### config.mk
export PLATFORM = sky130hd
export DESIGN_NAME = sarray_row_feeder
export DESIGN_NICKNAME = d
export VERILOG_FILES = /design/src/rtl/sarray_row_feeder.sv
export SDC_FILE = /design/constraint.sdc
export NUM_CORES = 1
export LEC_CHECK = 0
export ABC_AREA = 0
export CAP_MARGIN = 20
export CORE_MARGIN = 2
export CORE_UTILIZATION = 25
export CTS_CLUSTER_DIAMETER = 100
export DETAILED_ROUTE_END_ITERATION = 16
export DONT_BUFFER_PORTS = 1
export GPL_TIMING_DRIVEN = 0
export PLACE_DENSITY = 0.4
export SLEW_MARGIN = 10
export SYNTH_ARGS = -nofsm -noshare
export SYNTH_HDL_FRONTEND = slang
export SYNTH_SLANG_ARGS = --single-unit
### constraint.sdc
create_clock -name clk -period 1.9 [get_ports clk]
set_input_delay 0.57 -clock clk [delete_from_list [all_inputs] [get_ports clk]]
set_output_delay 0.57 -clock clk [all_outputs]
set_load 0.02 [all_outputs]
### src/rtl/sarray_row_feeder.sv
// ---------------------------------------------------------------------------
// sarray_row_feeder
//
// Left-edge stream transmitter for one row of the systolic array. It takes a
// command (preload C words or stream A beats) and a word stream from the
// operand buffer. It drives the PE left-input protocol into column 0 of its
// row. A per-row skew pipe of ROW extra stages delays every slot so that rows
// line up diagonally with the top-edge B beats.
//
// Ports
//   clk, rst_n            clock, asynchronous active-low reset
//   cmd_valid_i/ready_o   command handshake (ready only while idle)
//   cmd_op_i              0 = stream A, 1 = preload C
//   cmd_precision_i       precision tag carried on every beat of the command
//   cmd_len_i             number of A beats (ignored for C, which uses W)
//   src_valid_i/ready_o   source word handshake (ready while a command runs)
//   src_data_i            source word
//   left_data_valid_o     beat valid into PE(ROW,0)
//   left_data_cnt_o       beat tag (C: 1..W, A: 0..len-1)
//   left_data_type_o      A/C type
//   left_precision_o      precision tag
//   left_data_o           beat data
//   busy_o                command active or a valid beat still in the pipe
// ---------------------------------------------------------------------------
`ifndef SARRAY_W
`define SARRAY_W 4
`endif
`ifndef SARRAY_H
`define SARRAY_H 4
`endif
`ifndef TMMA_CNT_WIDTH
`define TMMA_CNT_WIDTH 4
`endif
`ifndef TMMA_PRECISION_WIDTH
`define TMMA_PRECISION_WIDTH 3
`endif
`ifndef PE_INPUT_DATA_WIDTH
`define PE_INPUT_DATA_WIDTH 8
`endif
`ifndef PE_DATA_TYPE_A
`define PE_DATA_TYPE_A 1'b0
`endif
`ifndef PE_DATA_TYPE_C
`define PE_DATA_TYPE_C 1'b1
`endif

module sarray_row_feeder #(
  parameter int ROW = 0,
  parameter int W   = `SARRAY_W
) (
  input  logic                             clk,
  input  logic                             rst_n,
  input  logic                             cmd_valid_i,
  output logic                             cmd_ready_o,
  input  logic                             cmd_op_i,
  input  logic [`TMMA_PRECISION_WIDTH-1:0] cmd_precision_i,
  input  logic [`TMMA_CNT_WIDTH-1:0]       cmd_len_i,
  input  logic                             src_valid_i,
  output logic                             src_ready_o,
  input  logic [`PE_INPUT_DATA_WIDTH-1:0]  src_data_i,
  output logic                             left_data_valid_o,
  output logic [`TMMA_CNT_WIDTH-1:0]       left_data_cnt_o,
  output logic                             left_data_type_o,
  output logic [`TMMA_PRECISION_WIDTH-1:0] left_precision_o,
  output logic [`PE_INPUT_DATA_WIDTH-1:0]  left_data_o,
  output logic                             busy_o
);

  localparam int CW = `TMMA_CNT_WIDTH;
  localparam int PW = `TMMA_PRECISION_WIDTH;
  localparam int DW = `PE_INPUT_DATA_WIDTH;

  typedef enum logic [1:0] {
    IDLE    = 2'd0,
    LOADC   = 2'd1,
    STREAMA = 2'd2
  } state_t;

  state_t        state_q, state_d;
  logic [CW-1:0] k_q, k_d;
  logic [CW-1:0] len_q;
  logic [PW-1:0] prec_q;
  logic          cmd_fire, src_fire;

  logic          beat_type;
  logic [CW-1:0] beat_cnt;

  // Skew pipe: stage 0 is the first register, stage ROW drives the outputs.
  logic [ROW:0]  pv_q;
  logic [CW-1:0] pcnt_q  [ROW:0];
  logic          ptype_q [ROW:0];
  logic [PW-1:0] pprec_q [ROW:0];
  logic [DW-1:0] pdata_q [ROW:0];

  assign cmd_ready_o = (state_q == IDLE);
  assign src_ready_o = (state_q != IDLE);
  assign cmd_fire    = cmd_valid_i & cmd_ready_o;
  assign src_fire    = src_valid_i & src_ready_o;

  // FSM state and beat counter registers.
  always_ff @(posedge clk or negedge rst_n) begin
    if (!rst_n) begin
      state_q <= IDLE;
      k_q     <= '0;
    end else begin
      state_q <= state_d;
      k_q     <= k_d;
    end
  end

  // Command fields held for the lifetime of the command.
  always_ff @(posedge clk or negedge rst_n) begin
    if (!rst_n) begin
      len_q  <= '0;
      prec_q <= '0;
    end else if (cmd_fire) begin
      len_q  <= cmd_len_i;
      prec_q <= cmd_precision_i;
    end
  end

  // Next-state logic. The counter is cleared on the final beat so that it
  // never reaches W or len, which keeps a maximum-length stream from
  // wrapping the counter.
  always_comb begin
    state_d = state_q;
    k_d     = k_q;
    unique case (state_q)
      IDLE: begin
        if (cmd_fire) begin
          k_d = '0;
          if (cmd_op_i)
            state_d = LOADC;
          else if (cmd_len_i != '0)
            state_d = STREAMA;
        end
      end
      LOADC: begin
        if (src_fire) begin
          if (k_q == CW'(W - 1)) begin
            state_d = IDLE;
            k_d     = '0;
          end else begin
            k_d = k_q + CW'(1);
          end
        end
      end
      STREAMA: begin
        if (src_fire) begin
          if (k_q == len_q - CW'(1)) begin
            state_d = IDLE;
            k_d     = '0;
          end else begin
            k_d = k_q + CW'(1);
          end
        end
      end
      default: begin
        state_d = IDLE;
        k_d     = '0;
      end
    endcase
  end

  // C beats are tagged 1..W so that column x latches tag W-x. A beats are
  // tagged 0..len-1.
  always_comb begin
    beat_type = `PE_DATA_TYPE_A;
    beat_cnt  = k_q;
    if (state_q == LOADC) begin
      beat_type = `PE_DATA_TYPE_C;
      beat_cnt  = k_q + CW'(1);
    end
  end

  // Every cycle shifts a slot, including bubbles, so beat spacing on the
  // output matches source spacing exactly. Payload follows valid blindly.
  always_ff @(posedge clk or negedge rst_n) begin
    if (!rst_n) begin
      pv_q <= '0;
      for (int i = 0; i <= ROW; i++) begin
        pcnt_q[i]  <= '0;
        ptype_q[i] <= 1'b0;
        pprec_q[i] <= '0;
        pdata_q[i] <= '0;
      end
    end else begin
      pv_q[0]    <= src_fire;
      pcnt_q[0]  <= beat_cnt;
      ptype_q[0] <= beat_type;
      pprec_q[0] <= prec_q;
      pdata_q[0] <= src_data_i;
      for (int i = 1; i <= ROW; i++) begin
        pv_q[i]    <= pv_q[i-1];
        pcnt_q[i]  <= pcnt_q[i-1];
        ptype_q[i] <= ptype_q[i-1];
        pprec_q[i] <= pprec_q[i-1];
        pdata_q[i] <= pdata_q[i-1];
      end
    end
  end

  assign left_data_valid_o = pv_q[ROW];
  assign left_data_cnt_o   = pcnt_q[ROW];
  assign left_data_type_o  = ptype_q[ROW];
  assign left_precision_o  = pprec_q[ROW];
  assign left_data_o       = pdata_q[ROW];
  assign busy_o            = (state_q != IDLE) | (|pv_q);

endmodule

==> impl_metrics.yaml <==
global_routing:
  antenna_found_initial: 0
  grt_pass1_vias: 820
  grt_pass1_wl_mm: 3.85
  grtUsageTotal: 0.0966
  gr-total-overflow: 0
  grt_max_degree: 31
sta:
  hold_viol_final: 0
  final.setup_skew_ps: 2.56
  min_period_over_period: 0.949
  relSlewSlack: 0.786
  worstMarginPinSlew_ps: 320
  final-setup-viol-count: 0
  drv_slew: 0
  hold_ws_ps: 108
  min_period_ps: 1800
  fmax_mhz: 554
  rsz0062_at_grt: "false"
synthesis:
  synth_nets: 122
  async_reset_ff_frac: 1.00
  ys_seq_area_frac: 0.591
  synth_warnings: 0
  synth_area_um2: 1270
  synthDistinctLibCells: 29
  synth_edf_count: 0
  syn_inst: 97
  synth-seq-cells: 30
  ys.flop_type: "dfrtp_1"
  syn_area_per_cell_um2: 13.1
worst_setup_path:
  path_cells: "ha_1 -> inv_1 -> o31a_2 -> o21ai_1 -> or3_4 -> o311ai_2"
  slowest_delay_ps: 460
  crit_type: "reg2reg"
  required_ps: 2080
  rrSetupSlack_ps: 100
  crit_fanout: 7
  worstSetupEndpointType: "register"
  crit_slowest_cell: "dfrtp_2"
  cp-start-kind: "register"
  cp_data_arrival_time_ps: 1990
floorplanning:
  fp.dieArea_um2: 5670
  initial_utilization: 0.264
  core_um2: 4820
  die_w_um: 75.3
  die_h_um: 75.3
  pin_count: 40
  fp-row-count: 25
worst_hold_path:
  hold_class: "in2async"
routing:
  first_pass_iters: 4
  antenna_left: 0
  num_vias: 750
  wl_per_cell_um: 13.6
  vias_per_cell: 4.31
  drc: 0
  wirelength_mm: 2.38
  drt_iter0_drc: 20
clocking:
  root_buffer: "clkbuf_8"
  numCtsBuffers: 5
  clk_path_buf_depth: 2
  cts.reportedPaths.clkPinSlew_ps: 60
  htree_levels: 2
  clk_latency_ps: 280
  cts.sinks: 30
  cts_tree: "built"
placed_design:
  hpwl_mm: 1.78
  place_congestion: 0.723
  dp.cells: 164
  portBuffers: 0
  placed_area_um2: 1360
cells_and_area:
  area_delta_synth_final_pct: 20.7
  fin_nets: 132
  insertedDiodeCount: 0
  drive_above_1_share: 0.327
  stdcell_area_um2: 1530
  final_cell_mix: "dfrtp_1 (28), nand2_1 (9), mux2_2 (9), clkbuf_8 (6), inv_1 (5)"
  layout_commonest_cell: "dfrtp_1"
  finalNonFillerCells: 174
pwr:
  p_leak_nw: 0.655
  ir_worst_vdd_mv: 0.666
  cellPowerDensity_nw_per_um2: 1640
flow_run:
  drv_cap: 0
status:
  status: "completed"
[critical path, delay by kind of cell, from the launching register on]
kind	cells	cell delay (ps)
AOI/OAI and AO/OA	3	490
and+or+nand+nor	1	410
adders and majority gates	1	250
buffers and inverters	1	100
DFF	1	460
[area by class of cell]
class                      instances  area (um2)
fill                             503        3280
clock inverter                     1        30.0
multi-input combinational         58         497
buffer                             3        30.0
inverter                           6        22.5
tap                               67        83.8
clock buffer                       6        82.6
timing repair buffer               3        35.0
sequential                        30         753
[path summary, 6_finish.rpt]
| path | start | to | depth (start not counted) |
|---|---|---|---|
| min | rst_n | prec_q[0] | 1 |
| min reg2reg | prec_q[1] | left_precision_o[1] | 0 |
| max in group asynchronous | rst_n | k_q[0] | 1 |
| min in group clk | src_data_i[0] | left_data_o[0] | 0 |
| max reg2reg | k_q[0] | k_q[2] | 6 |
| max | k_q[0] | k_q[2] | 6 |
[power by group]
group	switching [W]	total, W	internal (W)
Combinational	0.000437	0.000845	0.000408
Sequential	0.000207	0.00103	0.000821
Clock	0.000231	0.000650	0.000419
Total	0.000875	0.00252	0.00165
[state kept, by name (all words and copies together) (netlist names)]
signal / flops
len_q: 4
prec_q: 3
state_q: 2
k_q: 4
left_data_type_o: 1
left_data_valid_o: 1
left_precision_o: 3
left_data_o: 8
left_data_cnt_o: 4
[what timing repair did]
action | 4_1_cts | 5_1_grt
endpoints found under the setup margin | 4 | 6
buffers inserted | 1 | 1
gates resized for setup | 2 | 10
hold buffers | 1 | 0
hold endpoints to repair | 30 | 0
pin swaps | 0 | 2
[metal layers]
metal,share of wire,global-route usage,wire length (um)
met3,0.055,0.0410,131
met4,0.019,0.0526,46
met2,0.50,0.151,1200
met1,0.42,0.113,999
met5,0,0,0
[stage by stage]
step / setup slack (ps) / TNS, ps / utilization / total power (W)
floorplan: 111 / 0 / - / 0.00162
global placement: -61.5 / -64.7 / 0.281 / 0.00175
detailed placement: -73.0 / -107 / 0.281 / 0.00177
CTS: -10.2 / -13.9 / 0.312 / 0.00248
global route: 8.25 / 0 / 0.318 / 0.00269
finish: 96.1 / 0 / 0.318 / 0.00252
[cell usage after synthesis (3+ instances only)]
cell | number | area share
o21ai_0 | 4 | 0.016
dfrtp_1 | 30 | 0.59
xor2_1 | 3 | 0.021
mux2_2 | 9 | 0.080
nand2_1 | 9 | 0.027
inv_1 | 6 | 0.018
ha_1 | 5 | 0.049
xnor2_1 | 4 | 0.028
[cell families (layout without fill, tap and decap cells)]
group,count (synthesis),count (layout),share of synthesized area
buf+inv,9,19,0.0413
simple gates,23,23,0.0945
xor+xnor,8,8,0.0659
compound gates,13,13,0.0787
mux,9,9,0.0797
flops,30,30,0.591
fa+ha+maj,5,5,0.0492
No activity file was read; power rests on OpenSTA's default activity.
